[config.mk]
export PLATFORM = sky130hd
export DESIGN_NAME = pipo
export DESIGN_NICKNAME = d
export VERILOG_FILES = /design/src/rtl/pipo_pkg.sv /design/src/rtl/pipo.sv
export SDC_FILE = /design/constraint.sdc
export NUM_CORES = 1
export LEC_CHECK = 0
export CAP_MARGIN = 20
export CELL_PAD_IN_SITES_DETAIL_PLACEMENT = 1
export CELL_PAD_IN_SITES_GLOBAL_PLACEMENT = 2
export CORE_AREA = 4 4 41 43
export DETAILED_ROUTE_END_ITERATION = 10
export DIE_AREA = 0 0 45 47
export GPL_ROUTABILITY_DRIVEN = 0
export PLACE_DENSITY = 0.49
export SLEW_MARGIN = 30
export SYNTH_ARGS = -nofsm -noshare
export SYNTH_HDL_FRONTEND = slang
export SYNTH_SLANG_ARGS = --single-unit
[constraint.sdc]
create_clock -name i_clk -period 1.8 [get_ports i_clk]
set_clock_uncertainty 0.1 [all_clocks]
set_input_delay 0.36 -clock i_clk [delete_from_list [all_inputs] [get_ports i_clk]]
set_output_delay 0.36 -clock i_clk [all_outputs]
set_load 0.01 [all_outputs]
[src/rtl/pipo_pkg.sv]
// -----------------------------------------------------------------------------
// pipo_pkg
// Shared constants for the parallel-in / parallel-out register.
//   PIPO_DEFAULT_WIDTH        default data-path width
//   PIPO_MAX_WIDTH            widest legal data path; also the width of the
//                             RESET_VALUE parameter so it can be range-checked
//   PIPO_DEFAULT_RESET_VALUE  default register contents after reset (all zeros)
// -----------------------------------------------------------------------------
package pipo_pkg;

    localparam int PIPO_DEFAULT_WIDTH = 4;
    localparam int PIPO_MAX_WIDTH     = 64;

    localparam logic [PIPO_MAX_WIDTH-1:0] PIPO_DEFAULT_RESET_VALUE = '0;

endpackage : pipo_pkg

[src/rtl/pipo.sv]
// -----------------------------------------------------------------------------
// pipo
// WIDTH-bit parallel-in / parallel-out register with synchronous reset and a
// load enable. Priority at each rising edge: reset > load > hold.
//
// Parameters
//   WIDTH        data-path width, 1..64
//   RESET_VALUE  register contents after reset; carried at the maximum width
//                so that a value too wide for WIDTH is caught at elaboration
//
// Ports
//   i_clk           clock, all state changes on its rising edge
//   i_rst           synchronous active-high reset
//   i_load          1 = capture i_parallel_in at the next rising edge
//   i_parallel_in   data to capture
//   o_parallel_out  register contents, driven straight from the flops
// -----------------------------------------------------------------------------
module pipo
    import pipo_pkg::*;
#(
    parameter int                         WIDTH       = PIPO_DEFAULT_WIDTH,
    parameter logic [PIPO_MAX_WIDTH-1:0]  RESET_VALUE = PIPO_DEFAULT_RESET_VALUE
) (
    input  logic             i_clk,
    input  logic             i_rst,
    input  logic             i_load,
    input  logic [WIDTH-1:0] i_parallel_in,
    output logic [WIDTH-1:0] o_parallel_out
);

    // ------------------------------------------------------------------
    // Parameter legality
    // ------------------------------------------------------------------
    if (WIDTH < 1 || WIDTH > PIPO_MAX_WIDTH) begin : g_bad_width
        $error("pipo: WIDTH=%0d outside legal range 1..%0d", WIDTH, PIPO_MAX_WIDTH);
    end

    // Any set bit above WIDTH would be silently dropped by the slice below.
    if ((RESET_VALUE >> WIDTH) != '0) begin : g_bad_reset_value
        $error("pipo: RESET_VALUE does not fit in WIDTH=%0d bits", WIDTH);
    end

    localparam logic [WIDTH-1:0] RESET_WORD = RESET_VALUE[WIDTH-1:0];

    // ------------------------------------------------------------------
    // The register
    // ------------------------------------------------------------------
    logic [WIDTH-1:0] data_reg;

    always_ff @(posedge i_clk) begin
        if (i_rst) begin
            data_reg <= RESET_WORD;
        end else if (i_load) begin
            data_reg <= i_parallel_in;
        end
    end

    assign o_parallel_out = data_reg;

`ifndef SYNTHESIS
    // ------------------------------------------------------------------
    // Embedded checks: what each edge did must be visible at the next one.
    // Nothing is checked until a reset edge has been seen, since the
    // register has no defined power-on value.
    // ------------------------------------------------------------------
    logic             seen_rst_reg;
    logic             past_rst_reg;
    logic             past_load_reg;
    logic [WIDTH-1:0] past_in_reg;
    logic [WIDTH-1:0] past_out_reg;

    always_ff @(posedge i_clk) begin
        seen_rst_reg  <= (seen_rst_reg === 1'b1) || i_rst;
        past_rst_reg  <= i_rst;
        past_load_reg <= i_load;
        past_in_reg   <= i_parallel_in;
        past_out_reg  <= o_parallel_out;
    end

    always @(posedge i_clk) begin
        if (seen_rst_reg === 1'b1) begin
            if (past_rst_reg) begin
                assert (o_parallel_out == RESET_WORD)
                    else $error("pipo: reset edge did not yield RESET_VALUE");
            end else if (past_load_reg) begin
                assert (o_parallel_out == past_in_reg)
                    else $error("pipo: load edge did not capture input");
            end else begin
                assert (o_parallel_out == past_out_reg)
                    else $error("pipo: hold edge changed the register");
            end
        end
    end
`endif

endmodule : pipo

* Yosys cells after proc, flatten, opt, wreduce, memory -nomap -nowiden
Index checks and enable logic that the tools add are counted.
** Storage, ports and cells
- Flip-flop bits (word level) :: 4
- Input port bits :: 7
- Word-level logic and storage cells :: 1

* Longest topological paths before layout
- Depth after elaboration :: 0
- Depth in mapped cells :: 3
- Mapped depth without buffers :: 2

* Worst setup path after synthesis
No wires, ideal clock.
- Path kind :: input to register
- Start :: input port i_load
- End :: register data_reg[0], in the netlist o_parallel_out[0]
- Library setup time :: 0.114 ns
- Arrival time :: 0.724 ns
- Required time :: 1.586 ns
- Slack :: 0.862 ns
- Cell stages on the path :: 3
- Cell sequence :: clkbuf_2 > mux2i_1 > nor2_1
** RTL lines
- from (decl) :: line pipo.sv:26 : input logic i_load,
- to (signal assigned) :: line pipo.sv:54 : data_reg <= i_parallel_in;
- to (decl) :: line pipo.sv:48 : logic [WIDTH-1:0] data_reg;

* Worst setup path after layout
- Start :: register data_reg[2], in the netlist o_parallel_out[2]
- End :: output port o_parallel_out[2]
** RTL lines
- to (decl) :: line pipo.sv:28 : output logic [WIDTH-1:0] o_parallel_out
No word-level cell between the ends.

==> results.toml <==
[outcome]
run_status = "finished clean"

[floorplanning]
floorplan.die.width_um = 45
placementRows = 13
floorplan.die.height_um = 47
io-pin-count = 11
initial_core_util_pct = 10.8
fp.coreArea_mm2 = 0.00130
floorplan.die_area_mm2 = 0.00212

[yosys]
yosys_register_bits = 4
post_synth_instance_area_um2 = 140
ys_seq_area_share_pct = 57.1
synth_warn = 0
postSynthCellCount = 13
synth.distinct_cells = 4
synth_area_per_cell_um2 = 10.8
postSynthNetCount = 20

[setup_path]
cp-end-kind = "primary output"
path_delay_family = "buffers and inverters"
timing.critical_path.from_type = "flip-flop"
crit_buf_inv = 1
path_max_fanout = 2
ff2ff_setup_slack_ns = 1.09
path_class = "reg -> out"
critPathRequiredTime_ns = 1.34
worst_path_cell_trace = "clkdlybuf4s50_1"
worst_path_max_delay_cell = "clkdlybuf4s50_1"
critical_path.max_stage_delay_ns = 0.55
worst_path_arrival_ns = 1.11

[min_path]
worstHoldPathType = "reg -> reg"

[routing]
wl_per_cell_um = 10.8
vias_per_cell = 3.45
wirelength_um = 432
drc_errors = 0
detailroute.via_count = 138
postRouteAntennaNets = 0
dr.first_iter.drc_count = 1
drtPass1Iterations = 2

[clock_network]
clock-root-buffer = "clkbuf_4"
cts.sinks = 4
clk_pin_slew_worst_paths_ns = 0.03
cts_resized = 0
clock_tree.buffer_depth = 2
htree_depth = 1
tritoncts = "built"
cts_buffers = 3
post_cts.repair.setup_buffers = 0
insertion_delay_ns = 0.23
post_cts_hold_buffer_count = 0

[timing]
drv_slew = 0
worst-slew-pin-transition_ns = 0.246
rsz0062_at_grt = "false"
final-setup-viol-count = 0
max_clock_freq_mhz = 637
period_utilisation_layout_pct = 87.2
totalNegativeSetupSlack_ns = 0
layout_min_cycle_time_ns = 1.57
worst_slew_margin_rel_pct = 83.5
timing_hold_violations_final = 0

[global_routing]
first_global_vias = 176
global_routing_usage_summed_across_all_routing_layers_pct = 5.69
grt_overflow = 0
grt_max_degree = 5
grt_antenna_before_repair = 0
first_pass_grt_wire_length_um = 738

[placement]
port_buffers = 10

[layout]
antenna-diode-count = 0
flow.area_growth_from_synthesis_pct = 97.3
post_route_cells_drive_above_1_share_pct = 12.0
largest_register_ff_count = 4
multi_input_area_um2 = 55.1
final.fill_count = 161
ff_latch_area_um2 = 80.1
num-nets-final = 34

[power_and_ir_drop]
p_leak_uw = 0.000115
design_power_total_uw = 240
ir_worst_vdd_mv = 0.230
powerDensity_mw_per_mm2 = 869

[job]
max_cap_violations = 0
==> logic make-up after synthesis <==
kind of cell / synth area share [%]
and+or+nand+nor: 10.7
buffers and inverters: 3.57
muxes: 28.6
DFF: 57.1
==> final cells by class <==
cell class                 instances  share of cell area [%]
multi-input combinational          8                    19.9
clock buffer                       3                    8.14
sequential                         4                    29.0
tap                               15                    6.79
timing repair buffer              10                    36.2
==> through the flow <==
stage                     worst slack, ns  instances  hold WS [ns]  instance area [um^2]  util (%)
after floorplan                     0.862         13         0.332                   140         -
after global placement              0.334         37         0.374                   254      19.5
after detailed placement            0.318         37         0.385                   254      19.5
after CTS                           0.207         40         0.395                   277      21.3
after global routing                0.172         40         0.421                   277      21.3
final                               0.230         40         0.391                   277      21.3
==> worst paths after layout <==
path | to | start | cells past startpoint
setup reg to reg | o_parallel_out[2] | o_parallel_out[2] | 2
setup / recovery | o_parallel_out[2] | o_parallel_out[2] | 1
hold reg to reg | o_parallel_out[0] | o_parallel_out[0] | 2
hold / removal | o_parallel_out[0] | o_parallel_out[0] | 2
==> power breakdown <==
| group | internal (uW) | switching [uW] | total (uW) |
|---|---|---|---|
| clock network | 74.2 | 31.6 | 106 |
| registers | 94.6 | 2.59 | 97.1 |
| logic | 24.9 | 12.4 | 37.3 |
==> cell usage after synthesis <==
| cell | instances | share of area (%) |
|---|---|---|
| clkbuf_2 | 1 | 3.6 |
| mux2i_1 | 4 | 29 |
| dfxtp_1 | 4 | 57 |
| nor2_1 | 4 | 11 |
==> cell usage in the layout, fill, tap and decap left out <==
master / Yosys / final
dfxtp_1: 4 / 4
nor2_1: 4 / 4
clkdlybuf4s50_1: 0 / 10
clkbuf_4: 0 / 3
mux2i_1: 4 / 4
==> routing by layer <==
metal | share of wire (%) | global-route usage [%] | vias to the layer above
li1 | - | - | 66
met1 | 35 | 3.86 | 62
met2 | 47 | 8.47 | 8
met3 | 16 | 6.13 | 2
met4 | 2.5 | 5.26 | 0
met5 | 0 | 0 | -
Note: power is estimated with default switching activity, not from simulation.
